File: config.mk
export PLATFORM = sky130hd
export DESIGN_NAME = mdriver_axil_bridge_flat
export DESIGN_NICKNAME = d
export VERILOG_FILES = /design/src/rtl/mdriver_pkg.sv /design/src/rtl/mdriver_if.sv /design/src/rtl/mdriver_axil_bridge.sv /design/src/flat_wrapper.sv
export SDC_FILE = /design/constraint.sdc
export NUM_CORES = 1
export LEC_CHECK = 0
export BUFFER_PORTS_ARGS = -buffer_cell sky130_fd_sc_hd__buf_2
export CAP_MARGIN = 20
export CELL_PAD_IN_SITES_DETAIL_PLACEMENT = 0
export CELL_PAD_IN_SITES_GLOBAL_PLACEMENT = 1
export CORE_MARGIN = 2
export CORE_UTILIZATION = 32
export DETAILED_ROUTE_END_ITERATION = 6
export GPL_ROUTABILITY_DRIVEN = 0
export PLACE_DENSITY = 0.84
export SYNTH_ARGS = -nofsm -noshare
export SYNTH_HDL_FRONTEND = slang
export SYNTH_SLANG_ARGS = --single-unit
export TNS_END_PERCENT = 50
File: constraint.sdc
create_clock -name clk -period 3.6 [get_ports clk]
set_clock_uncertainty 0.05 [all_clocks]
set_input_delay 0.18 -clock clk [delete_from_list [all_inputs] [get_ports clk]]
set_output_delay 0.18 -clock clk [all_outputs]
set_load 0.005 [all_outputs]
File: src/rtl/mdriver_pkg.sv
// Shared types and constants for the mdriver command bridge.
// State encoding, AXI response codes and the address alignment helper.
package mdriver_pkg;

    typedef enum logic [2:0] {
        IDLE,
        WR_REQ,
        WR_RESP,
        RD_REQ,
        RD_RESP,
        DONE
    } mdriver_state_t;

    localparam logic [1:0] RESP_OKAY   = 2'b00;
    localparam logic [1:0] RESP_EXOKAY = 2'b01;
    localparam logic [1:0] RESP_SLVERR = 2'b10;
    localparam logic [1:0] RESP_DECERR = 2'b11;

    // Clears the byte-lane bits below one data word.
    function automatic logic [31:0] addr_align_mask(input int unsigned data_width);
        return ~((data_width / 8) - 1);
    endfunction

endpackage

File: src/rtl/mdriver_if.sv
// Four-phase exec/fin command interface between a driver and a bridge.
// The master issues commands; the slave executes them.
interface mdriver_int #(
    parameter int AW = 9,
    parameter int DW = 32
);

    logic [AW-1:0] si_address;
    logic [DW-1:0] si_data;
    logic [DW-1:0] so_data;
    logic          we;
    logic          exec;
    logic          fin;
    logic [1:0]    last_resp;
    logic          err;

    modport master (
        output si_address, si_data, we, exec,
        input  so_data, fin, last_resp, err
    );

    modport slave (
        input  si_address, si_data, we, exec,
        output so_data, fin, last_resp, err
    );

endinterface

File: src/rtl/mdriver_axil_bridge.sv
// Turns one exec/fin command into a single AXI4-Lite read or write.
// Every output comes straight from a register.
module mdriver_axil_bridge
    import mdriver_pkg::*;
#(
    parameter int C_AXI_DATA_WIDTH = 32,
    parameter int C_AXI_ADDR_WIDTH = 9
) (
    input  logic                          clk,
    input  logic                          reset,
    mdriver_int.slave                     cmd,
    output logic [C_AXI_ADDR_WIDTH-1:0]   m_axi_awaddr,
    output logic [2:0]                    m_axi_awprot,
    output logic                          m_axi_awvalid,
    input  logic                          m_axi_awready,
    output logic [C_AXI_DATA_WIDTH-1:0]   m_axi_wdata,
    output logic [C_AXI_DATA_WIDTH/8-1:0] m_axi_wstrb,
    output logic                          m_axi_wvalid,
    input  logic                          m_axi_wready,
    input  logic [1:0]                    m_axi_bresp,
    input  logic                          m_axi_bvalid,
    output logic                          m_axi_bready,
    output logic [C_AXI_ADDR_WIDTH-1:0]   m_axi_araddr,
    output logic [2:0]                    m_axi_arprot,
    output logic                          m_axi_arvalid,
    input  logic                          m_axi_arready,
    input  logic [C_AXI_DATA_WIDTH-1:0]   m_axi_rdata,
    input  logic [1:0]                    m_axi_rresp,
    input  logic                          m_axi_rvalid,
    output logic                          m_axi_rready
);

    localparam int AW = C_AXI_ADDR_WIDTH;
    localparam int DW = C_AXI_DATA_WIDTH;
    localparam logic [AW-1:0] ADDR_MASK = AW'(addr_align_mask(DW));

    mdriver_state_t state, state_n;

    logic [AW-1:0] addr_q, addr_n;
    logic [DW-1:0] wdata_q, wdata_n;
    logic [DW-1:0] so_data_q, so_data_n;
    logic [1:0]    resp_q, resp_n;
    logic          err_q, err_n;
    logic          fin_q, fin_n;
    logic          awvalid_q, awvalid_n;
    logic          wvalid_q, wvalid_n;
    logic          bready_q, bready_n;
    logic          arvalid_q, arvalid_n;
    logic          rready_q, rready_n;

    always_ff @(posedge clk) begin
        if (reset) begin
            state     <= IDLE;
            addr_q    <= '0;
            wdata_q   <= '0;
            so_data_q <= '0;
            resp_q    <= RESP_OKAY;
            err_q     <= 1'b0;
            fin_q     <= 1'b0;
            awvalid_q <= 1'b0;
            wvalid_q  <= 1'b0;
            bready_q  <= 1'b0;
            arvalid_q <= 1'b0;
            rready_q  <= 1'b0;
        end else begin
            state     <= state_n;
            addr_q    <= addr_n;
            wdata_q   <= wdata_n;
            so_data_q <= so_data_n;
            resp_q    <= resp_n;
            err_q     <= err_n;
            fin_q     <= fin_n;
            awvalid_q <= awvalid_n;
            wvalid_q  <= wvalid_n;
            bready_q  <= bready_n;
            arvalid_q <= arvalid_n;
            rready_q  <= rready_n;
        end
    end

    always_comb begin
        state_n   = state;
        addr_n    = addr_q;
        wdata_n   = wdata_q;
        so_data_n = so_data_q;
        resp_n    = resp_q;
        err_n     = err_q;
        fin_n     = fin_q;
        awvalid_n = awvalid_q;
        wvalid_n  = wvalid_q;
        bready_n  = bready_q;
        arvalid_n = arvalid_q;
        rready_n  = rready_q;
        unique case (state)
            IDLE: begin
                if (cmd.exec) begin
                    addr_n  = cmd.si_address & ADDR_MASK;
                    wdata_n = cmd.si_data;
                    if (cmd.we) begin
                        state_n   = WR_REQ;
                        awvalid_n = 1'b1;
                        wvalid_n  = 1'b1;
                    end else begin
                        state_n   = RD_REQ;
                        arvalid_n = 1'b1;
                    end
                end
            end
            WR_REQ: begin
                // AW and W complete independently, in any order.
                awvalid_n = awvalid_q && !m_axi_awready;
                wvalid_n  = wvalid_q && !m_axi_wready;
                if (!awvalid_n && !wvalid_n) begin
                    state_n  = WR_RESP;
                    bready_n = 1'b1;
                end
            end
            WR_RESP: begin
                if (m_axi_bvalid) begin
                    bready_n = 1'b0;
                    resp_n   = m_axi_bresp;
                    err_n    = err_q | m_axi_bresp[1];
                    fin_n    = 1'b1;
                    state_n  = DONE;
                end
            end
            RD_REQ: begin
                if (m_axi_arready) begin
                    arvalid_n = 1'b0;
                    rready_n  = 1'b1;
                    state_n   = RD_RESP;
                end
            end
            RD_RESP: begin
                if (m_axi_rvalid) begin
                    rready_n  = 1'b0;
                    so_data_n = m_axi_rdata;
                    resp_n    = m_axi_rresp;
                    err_n     = err_q | m_axi_rresp[1];
                    fin_n     = 1'b1;
                    state_n   = DONE;
                end
            end
            DONE: begin
                if (!cmd.exec) begin
                    fin_n   = 1'b0;
                    state_n = IDLE;
                end
            end
            default: state_n = IDLE;
        endcase
    end

    assign m_axi_awaddr  = addr_q;
    assign m_axi_awprot  = 3'b000;
    assign m_axi_awvalid = awvalid_q;
    assign m_axi_wdata   = wdata_q;
    assign m_axi_wstrb   = '1;
    assign m_axi_wvalid  = wvalid_q;
    assign m_axi_bready  = bready_q;
    assign m_axi_araddr  = addr_q;
    assign m_axi_arprot  = 3'b000;
    assign m_axi_arvalid = arvalid_q;
    assign m_axi_rready  = rready_q;

    assign cmd.so_data   = so_data_q;
    assign cmd.fin       = fin_q;
    assign cmd.last_resp = resp_q;
    assign cmd.err       = err_q;

endmodule

File: src/flat_wrapper.sv
// flat-port wrapper written by rule: the top's interface ports become plain ports
module mdriver_axil_bridge_flat import mdriver_pkg::*;
#(
    parameter int C_AXI_DATA_WIDTH = 32,
    parameter int C_AXI_ADDR_WIDTH = 9
)
  (clk, reset, m_axi_awaddr, m_axi_awprot, m_axi_awvalid, m_axi_awready, m_axi_wdata, m_axi_wstrb, m_axi_wvalid, m_axi_wready, m_axi_bresp, m_axi_bvalid, m_axi_bready, m_axi_araddr, m_axi_arprot, m_axi_arvalid, m_axi_arready, m_axi_rdata, m_axi_rresp, m_axi_rvalid, m_axi_rready, cmd_si_address, cmd_si_data, cmd_we, cmd_exec, cmd_so_data, cmd_fin, cmd_last_resp, cmd_err);
  mdriver_int #(.AW((9)), .DW((32))) cmd_i ();
  input  logic clk;
  input  logic reset;
  output logic [C_AXI_ADDR_WIDTH-1:0] m_axi_awaddr;
  output logic [2:0] m_axi_awprot;
  output logic m_axi_awvalid;
  input  logic m_axi_awready;
  output logic [C_AXI_DATA_WIDTH-1:0] m_axi_wdata;
  output logic [C_AXI_DATA_WIDTH/8-1:0] m_axi_wstrb;
  output logic m_axi_wvalid;
  input  logic m_axi_wready;
  input  logic [1:0] m_axi_bresp;
  input  logic m_axi_bvalid;
  output logic m_axi_bready;
  output logic [C_AXI_ADDR_WIDTH-1:0] m_axi_araddr;
  output logic [2:0] m_axi_arprot;
  output logic m_axi_arvalid;
  input  logic m_axi_arready;
  input  logic [C_AXI_DATA_WIDTH-1:0] m_axi_rdata;
  input  logic [1:0] m_axi_rresp;
  input  logic m_axi_rvalid;
  output logic m_axi_rready;
  input wire logic [$bits(cmd_i.si_address)-1:0] cmd_si_address;
  input wire logic [$bits(cmd_i.si_data)-1:0] cmd_si_data;
  input wire logic [$bits(cmd_i.we)-1:0] cmd_we;
  input wire logic [$bits(cmd_i.exec)-1:0] cmd_exec;
  output wire logic [$bits(cmd_i.so_data)-1:0] cmd_so_data;
  output wire logic [$bits(cmd_i.fin)-1:0] cmd_fin;
  output wire logic [$bits(cmd_i.last_resp)-1:0] cmd_last_resp;
  output wire logic [$bits(cmd_i.err)-1:0] cmd_err;
  assign cmd_i.si_address = cmd_si_address;
  assign cmd_i.si_data = cmd_si_data;
  assign cmd_i.we = cmd_we;
  assign cmd_i.exec = cmd_exec;
  assign cmd_so_data = cmd_i.so_data;
  assign cmd_fin = cmd_i.fin;
  assign cmd_last_resp = cmd_i.last_resp;
  assign cmd_err = cmd_i.err;
  mdriver_axil_bridge #(.C_AXI_DATA_WIDTH(C_AXI_DATA_WIDTH), .C_AXI_ADDR_WIDTH(C_AXI_ADDR_WIDTH)) u_core (.clk(clk), .reset(reset), .cmd(cmd_i), .m_axi_awaddr(m_axi_awaddr), .m_axi_awprot(m_axi_awprot), .m_axi_awvalid(m_axi_awvalid), .m_axi_awready(m_axi_awready), .m_axi_wdata(m_axi_wdata), .m_axi_wstrb(m_axi_wstrb), .m_axi_wvalid(m_axi_wvalid), .m_axi_wready(m_axi_wready), .m_axi_bresp(m_axi_bresp), .m_axi_bvalid(m_axi_bvalid), .m_axi_bready(m_axi_bready), .m_axi_araddr(m_axi_araddr), .m_axi_arprot(m_axi_arprot), .m_axi_arvalid(m_axi_arvalid), .m_axi_arready(m_axi_arready), .m_axi_rdata(m_axi_rdata), .m_axi_rresp(m_axi_rresp), .m_axi_rvalid(m_axi_rvalid), .m_axi_rready(m_axi_rready));
endmodule
======== Yosys cells after proc, flatten, opt, wreduce, memory -nomap -nowiden ========
Index checks and enable logic that the tools add are counted.
cells by class
  equal/unequal tests ..................... 13
  mux-type cells .......................... 32
  bitwise operators ....................... 2
  reductions and logical operators ........ 23
operator list
  kind                number
  $mux 3              6
  $pmux 3 s6          1
  $mux 1              14
  $ne 2x2->1 const B  7
  $pmux 1 s2          6
  $reduce_and 3->1    4
  $reduce_bool 2->1   5
  $reduce_and 4->1    2
  $eq 3x2->1 const B  2
  $eq 3x3->1 const B  2
  $mux 2              3
  $reduce_and 6->1    1
  $logic_not 1->1     4
  $pmux 2 s2          1
  $reduce_and 2->1    2
  $eq 3x1->1 const B  1
  $logic_and 1x1->1   3
  $logic_not 3->1     1
  $pmux 1 s3          1
  $reduce_bool 3->1   1
  $ne 2x1->1 const B  1
  $or 1x1->1          2
storage, ports and cells
  bits in registers ....................... 83
  input bits .............................. 86
  output and inout port bits .............. 101

======== Depth between registers and ports, before layout ========
Gate-level depths: netlist (run 1).
  word-level depth ........................ 6
  depth in mapped cells ................... 7

======== Worst setup path before layout (run 1) ========
Ideal clock, no wire load.
  kind .................................... reg2reg
  start point ............................. register u_core.state[1]
  end point ............................... register u_core.state[1]
  setup time .............................. 0.070 ns
  arrival ................................. 1.500 ns
  required time ........................... 3.480 ns
  slack ................................... 1.980 ns
  stages on the path, launching flop included .. 7
  buffers on the path ..................... 1
  period minus slack after synthesis ...... 1.620 ns
  cells stage by stage .................... dfxtp_1 -> buf_6 -> nor2b_1 -> a31oi_1 -> o211ai_1 -> or4_1 -> a21oi_1
between the ends
  longest elaborated chain between the ends .. 3
  elaborated cells on any way between the ends .. 14
  those cells by class .................... 11 x eq/ne; 1 x mux; 2 x reduce/logical
ends and longest elaborated chain
  element                                                           line                       RTL
  start: declaration                                                mdriver_axil_bridge.sv:37  mdriver_state_t state, state_n;
  start signal: assignment                                          mdriver_axil_bridge.sv:66  state <= state_n;
  $eq 3x1->1, or another cell as far along                          mdriver_axil_bridge.sv:94  unique case (state)
  $ne 2x1->1 (no source line) / $ne 2x2->1 (equally long branches)  n/a
  $reduce_and 6->1 (no source line)                                 n/a
Parallel ways exist; a longest one is shown, timed or not.
A chain may end at the register's enable or synchronous reset.

======== Worst setup path in the final report (run 1) ========
  start point ............................. register u_core.state[0]
  end point ............................... register u_core.wdata_q[9], in the netlist u_core.m_axi_wdata[9]
between the ends
  longest elaborated chain between the ends .. 2
ends and longest elaborated chain
  element                            line                       RTL
  $logic_not 3->1                    mdriver_axil_bridge.sv:94
  $reduce_and 2->1 (no source line)  n/a
  end signal: assignment             mdriver_axil_bridge.sv:68  wdata_q <= wdata_n;
  end: declaration                   mdriver_axil_bridge.sv:40  logic [DW-1:0] wdata_q, wdata_n;
Every way passes these cells.

==> results of run 1 <==
-- cell families after synthesis --
kind of cell           synth area share, %
AND/OR/NAND/NOR                       21.5
other                                0.237
multiplexers                         0.672
flip-flops                            52.5
buffers and inverters                 9.17
AO/OA/AOI/OAI                         15.9
-- cell type report --
class,instances,area (um2)
well taps,133,166
fillers,990,5190
repair buffers,202,1180
flip-flops and latches,83,1660
clock inverters,4,76.3
clock buffers,11,131
inverters,5,18.8
multi-input cells,282,1260
-- critical path, stage by stage, from the launching register on --
cell and delay (ns):
dfxtp_1 0.69, nor2_1 0.11, nand3b_1 0.56, buf_4 0.40, nand2_1 0.09, a21oi_1 0.16
-- where the power goes --
| group | leakage [uW] | switching [uW] | total, uW | internal (uW) |
|---|---|---|---|---|
| logic | 0.00130 | 468 | 823 | 355 |
| registers | 0.000676 | 126 | 1210 | 1080 |
| clock network | 0.0000996 | 322 | 711 | 389 |
-- repair_timing --
action | 4_1_cts | 5_1_grt
setup endpoints to repair | 0 | 0
hold buffers | 26 | 0
endpoints found under the hold margin | 26 | 0
-- synth_stat cells, drive strengths merged (2+ instances only) --
library cell,instances
a21oi,77
o21ai,5
buf,26
and2,2
nor3,2
clkbuf,22
nand3b,2
a22oi,2
a31oi,3
nor2b,3
a311oi,2
nand2,151
dfxtp,83
conb,2
nor4,2
inv,5
nor2,9
a211oi,3
-- metrics by stage --
| step | cells | power, uW | area [um2] | utilization, % |
|---|---|---|---|---|
| final | 720 | 2740 | 4500 | 46.4 |
| after global routing | 720 | 2950 | 4500 | 46.4 |
| after CTS | 719 | 2780 | 4470 | 46.1 |
| after detailed placement | 678 | 2030 | 4000 | 41.3 |
| after global placement | 678 | 2010 | 4000 | 41.3 |
| after floorplan | 418 | 1730 | 3210 | - |
-- worst paths after layout --
check / from / end / slack, ns / cells after the start
setup reg to reg: u_core.state[0]$_SDFFE_PP0P_ / u_core.m_axi_wdata[9]$_SDFFE_PP0P_ / 1.43 / 5
hold reg to reg: u_core.m_axi_wdata[3]$_SDFFE_PP0P_ / u_core.m_axi_wdata[3]$_SDFFE_PP0P_ / 0.40 / 2
setup / recovery: u_core.state[0]$_SDFFE_PP0P_ / u_core.m_axi_wdata[9]$_SDFFE_PP0P_ / 1.43 / 5
hold / removal: cmd_si_address[5] / u_core.m_axi_araddr[5]$_SDFFE_PP0P_ / 0.02 / 3
-- routing by layer --
layer	up-vias	wire [um]	GRT usage [%]	part of all wire, %
li1	1638	-	-	-
met1	1448	3730	18.2	43
met2	109	4290	27.1	50
met3	8	533	3.29	6.2
met4	0	105	5.77	1.2
met5	-	0	0	0
-- placed cells by master (no fill, tap or decap) --
master,count
clkinv_4,1
nand3b_1,2
o211ai_1,1
buf_4,5
and2_1,2
a311oi_1,2
a31oi_1,3
a2111o_1,1
nor4_2,1
a22oi_1,2
mux2_2,1
clkbuf_1,2
dfxtp_1,83
nor3_1,1
o21ai_0,5
dlygate4sd3_1,26
clkinvlp_4,1
mux2i_1,1
conb_1,14
or4_1,1
nor2_1,9
nor2b_1,3
inv_1,5
clkbuf_8,9
nand2_1,151
bufinv_16,2
nor4_1,1
a21oi_1,77
a211oi_1,3
nor3_2,1
buf_2,170
buf_16,1
-- flip-flops by register name, summed over array words and instances (netlist names), 2 cells and up --
name                  count
u_core.m_axi_wdata       32
u_core.state              3
u_core.cmd.last_resp      2
u_core.m_axi_araddr       7
u_core.cmd.so_data       32
==> impl_metrics.csv, run 1 <==
group,metric,value,unit
setup_path,cp_data_required_time,3.80,ns
floorplanning,die_area,10700,um2
hold_path,hold_path_class,"in2reg",
global_routing,grt_antenna_before_repair,0,
floorplanning,die_x,103,um
clock_tree,clkTransAtPathRegs,0.08,ns
power,power_density,610,nW/um2
logic_synthesis,ys.flop_type,"dfxtp_1",
timing,setup_viol,0,
timing,hold_viol_final,0,
status,status,"completed",
logic_synthesis,netlist_instances,406,
logic_synthesis,synth_top_area_share,52.5,%
timing,final.period_utilization,60.2,%
clock_tree,htree_levels,3,
finish,antenna_cells,0,
drt,via_count,3203,
clock_tree,clock_sinks,83,
setup_path,start_kind,"flip-flop",
logic_synthesis,netlist_area,3170,um2
timing,worstMarginPinSlew,1.01,ns
logic_synthesis,synth_top_area_cell,"dfxtp_1",
placement,pre_cts_ws,1.29,ns
floorplanning,io_pins,187,
setup_path,cp_max_fo,25,
global_routing,track_usage,15.4,%
logic_synthesis,synth_edf_count,0,
floorplanning,initial_core_util,32.7,%
finish,area_delta_synth_final,42.0,%
logic_synthesis,yosysSeqAreaShare,52.5,%
floorplanning,rows,36,
setup_path,crit_path_end_kind,"flip-flop",
global_routing,grt_pass1_wl,13000,um
finish,final_nets,669,
clock_tree,clockBufferDepth,2,
timing,finalSetupTns,0,ns
clock_tree,numCtsBuffers,9,
timing,hold-worst-slack,0.0216,ns
drt,wirelength,8660,um
timing,layout_min_cycle_time,2.17,ns
placement,portBuffers,170,
clock_tree,root_buffer,"clkbuf_8",
global_routing,grt_max_degree,57,
power,leakage,0.00208,uW
run,maxCapViolations,0,
drt,via_per_inst,4.45,
drt,dr.first_iter.drc_count,92,
clock_tree,cts_tree,"built",
logic_synthesis,ys_types,26,
logic_synthesis,avgSynthCellArea,7.80,um2
power,ir_drop,0.218,mV
drt,post_drt_wl_per_cell,12.0,um
timing,rsz0062_at_grt,"false",
floorplanning,core,9680,um2
logic_synthesis,synth_area_leaders,"dfxtp_1 52%, nand2_1 18%, a21oi_1 12%",
setup_path,critPathKind,"reg2reg",
logic_synthesis,ys_ff_latch,83,
global_routing,grt_overflow,0,
drt,ant_nets,0,
logic_synthesis,ys_warn_count,0,
clock_tree,post-cts-setup-buffers,0,
finish,layout-drive-gt1-share,32.7,%
clock_tree,worstSkewPairLatency,0.34,ns
drt,drc,0,
placement,hpwl,6020,um
drt,dr.pass1.iters,5,
timing,setup_ws,1.43,ns
timing,drv_slew,0,
timing,slew_headroom,32.9,%
logic_synthesis,synthArstFlopShare,0,%
timing,fmax,0.461,GHz
clock_tree,cts-resized-gates,0,
global_routing,grt_pass1_vias,2826,
floorplanning,die_h,103,um
setup_path,crit_arrival,2.37,ns
No activity file was read; power rests on OpenSTA's default activity.
==> inputs of run 2 (changes only) <==
--- a/config.mk
+++ b/config.mk
@@ -5,15 +5,16 @@
 export SDC_FILE = /design/constraint.sdc
 export NUM_CORES = 1
 export LEC_CHECK = 0
+export ABC_AREA = 1
 export BUFFER_PORTS_ARGS = -buffer_cell sky130_fd_sc_hd__buf_2
 export CAP_MARGIN = 20
 export CELL_PAD_IN_SITES_DETAIL_PLACEMENT = 0
 export CELL_PAD_IN_SITES_GLOBAL_PLACEMENT = 1
 export CORE_MARGIN = 2
-export CORE_UTILIZATION = 32
+export CORE_UTILIZATION = 27
 export DETAILED_ROUTE_END_ITERATION = 6
 export GPL_ROUTABILITY_DRIVEN = 0
-export PLACE_DENSITY = 0.84
+export PLACE_DENSITY = 0.74
 export SYNTH_ARGS = -nofsm -noshare
 export SYNTH_HDL_FRONTEND = slang
 export SYNTH_SLANG_ARGS = --single-unit
==> constraint.sdc (replaced) <==
create_clock -name clk -period 1.8 [get_ports clk]
set_clock_uncertainty 0.05 [all_clocks]
set_input_delay 0.09 -clock clk [delete_from_list [all_inputs] [get_ports clk]]
set_output_delay 0.09 -clock clk [all_outputs]
set_load 0.005 [all_outputs]
==> impl_metrics.csv, run 2 <==
group,metric,value,unit
status,status,"completed",
logic_synthesis,ys.flop_type,"dfxtp_1",
placement,portBuffers,170,
global_routing,grt_pass1_wl,15000,um
setup_path,crit_chain,"nand2_2, nor2_4, inv_2, nor2_1, nor2_1",
setup_path,cp_max_fo,32,
timing,final.period_utilization,84.7,%
setup_path,crit_arrival,1.70,ns
setup_path,crit_path_end_kind,"flip-flop",
logic_synthesis,yosysSeqAreaShare,50.6,%
timing,setup_viol,0,
power,leakage,0.00257,uW
drt,dr.first_iter.drc_count,139,
logic_synthesis,synth_top_area_share,50.6,%
clock_tree,clock_sinks,83,
setup_path,r2r_slack,0.28,ns
timing,fmax,0.656,GHz
global_routing,grt_max_degree,45,
floorplanning,die_h,114,um
finish,mostFrequentLayoutCells,"170 x buf_2, 99 x nand2_1, 83 x dfxtp_1, 71 x dlygate4sd3_1, 68 x nor2_1",
drt,post_drt_wl_per_cell,11.8,um
setup_path,crit_cells,5,
drt,drc,0,
finish,post-route-util,43.1,%
setup_path,cp_num_buf_inv,1,
global_routing,grt_antenna_before_repair,0,
clock_tree,numCtsBuffers,9,
drt,via_per_inst,4.26,
setup_path,critPathMaxStageDelay,0.58,ns
timing,drv_slew,0,
power,power_density,1190,nW/um2
logic_synthesis,ys_types,24,
placement,hpwl,6340,um
finish,layout-drive-gt1-share,31.5,%
logic_synthesis,synthArstFlopShare,0,%
timing,slew_headroom,63.9,%
logic_synthesis,synth_edf_count,0,
logic_synthesis,synth_area_leaders,"dfxtp_1 51%, nand2_1 11%, nor2_1 7.8%",
clock_tree,cts-resized-gates,0,
floorplanning,initial_core_util,27.5,%
floorplanning,io_pins,187,
run,maxCapViolations,0,
setup_path,reg2reg_to,"u_core.cmd.so_data[23]$_SDFFE_PP0P_",
setup_path,start_kind,"flip-flop",
finish,final_common_cell,"buf_2",
floorplanning,die_x,114,um
timing,hold_viol_final,0,
setup_path,crit_path_end,"u_core.cmd.so_data[23]$_SDFFE_PP0P_",
timing,finalSetupTns,0,ns
finish,final_nets,745,
clock_tree,cts_tree,"built",
clock_tree,worstSkewPairLatency,0.34,ns
timing,layout_min_cycle_time,1.52,ns
power,ir_drop,0.405,mV
setup_path,cp-startpoint,"u_core.state[2]$_SDFFE_PP0P_",
logic_synthesis,ys_warn_count,0,
setup_path,critical_path.most_common_cell,"nor2_1",
setup_path,r2r_cells,5,
global_routing,grt_pass1_vias,3268,
logic_synthesis,avgSynthCellArea,7.60,um2
global_routing,grt_overflow,0,
logic_synthesis,synth_top_area_cell,"dfxtp_1",
setup_path,cpLargestDelayFamily,"flip-flops",
global_routing,track_usage,14.6,%
setup_path,cp_slowest_cell,"dfxtp_1",
logic_synthesis,netlist_area,3280,um2
floorplanning,rows,40,
setup_path,cp_data_required_time,1.97,ns
logic_synthesis,synthTopCellsByCount,"99 x nand2_1, 83 x dfxtp_1, 68 x nor2_1",
floorplanning,die_area,13100,um2
setup_path,timing.rr.start,"u_core.state[2]$_SDFFE_PP0P_",
drt,dr.pass1.iters,4,
logic_synthesis,ys_ff_latch,83,
finish,seq_area,1660,um2
finish,antenna_cells,0,
clock_tree,clockBufferDepth,2,
clock_tree,clkTransAtPathRegs,0.06,ns
drt,wirelength,9560,um
clock_tree,htree_levels,3,
logic_synthesis,netlist_instances,432,
finish,area_delta_synth_final,57.1,%
finish,multiInputGateArea,1300,um2
clock_tree,root_buffer,"clkbuf_16",
finish,fill_cells,1226,
drt,via_count,3454,
drt,ant_nets,0,
logic_synthesis,synth_most_common_cell,"nand2_1",
timing,worstMarginPinSlew,0.541,ns
hold_path,hold_path_class,"in2reg",
setup_path,critPathKind,"reg2reg",
timing,rsz0062_at_grt,"false",
floorplanning,core,12000,um2
[run 2: how the worst min path moves through the flow]
stage                               start                                  end  cells after the start
after CTS                          cmd_we     u_core.m_axi_wvalid$_SDFFE_PP0P_                      3
after global placement    m_axi_rdata[30]  u_core.cmd.so_data[30]$_SDFFE_PP0P_                      3
after global routing        m_axi_arready     u_core.m_axi_rready$_SDFFE_PP0P_                      3
after detailed placement   m_axi_rdata[6]   u_core.cmd.so_data[6]$_SDFFE_PP0P_                      3
after floorplan            m_axi_rdata[0]   u_core.cmd.so_data[0]$_SDFFE_PP0P_                      2
final                              cmd_we     u_core.m_axi_wvalid$_SDFFE_PP0P_                      3
[run 2: tightest hold or removal path: stages]
cell and delay (ns):
buf_2 0.09, a21oi_1 0.08, a21oi_1 0.12
[run 2: kinds of logic (layout without fill, tap and decap cells)]
family	count (synthesis)	in the layout	share of synthesized area, %
flip-flops	83	83	50.6
AND/OR/NAND/NOR	192	192	24.1
buffers and inverters	65	285	11.2
other	2	14	0.229
AO/OA/AOI/OAI	90	90	13.9
[run 2: layout make-up]
| class | count | area share, % |
|---|---|---|
| clock inverters | 3 | 0.873 |
| well taps | 147 | 3.57 |
| multi-input cells | 296 | 25.2 |
| flip-flops and latches | 83 | 32.2 |
| inverters | 20 | 1.46 |
| clock buffers | 13 | 5.24 |
| repair buffers | 249 | 31.4 |
[run 2: metrics by stage]
step	std cells	total power (uW)	setup slack [ns]	hold slack (ns)	instance area (um2)
2_1_floorplan	444	3550	0.533	0.175	3330
4_1_cts	811	6240	0.267	0.00212	5160
3_5_place_dp	724	4150	0.284	0.266	4130
6_report	811	6130	0.276	0.0227	5160
5_1_grt	811	6580	0.0990	0.0293	5160
3_3_place_gp	724	4120	0.343	0.263	4130
[run 2: repair_timing]
item                       in CTS  in global routing
hold endpoints to repair       71                  0
buffers inserted                0                  0
setup endpoints to repair       0                  0
hold buffers                   71                  0
[run 2: metal layers]
layer	vias to the layer above	track usage [%]	routed length, um
li1	1797	-	-
met1	1509	17.2	4320
met2	136	24.1	4320
met3	12	4.92	745
met4	0	6.50	164
met5	-	0	0
[run 2: power breakdown]
group	total [uW]	internal, uW	switching (uW)
registers	2440	2200	238
logic	1780	788	990
clock network	1920	1190	729
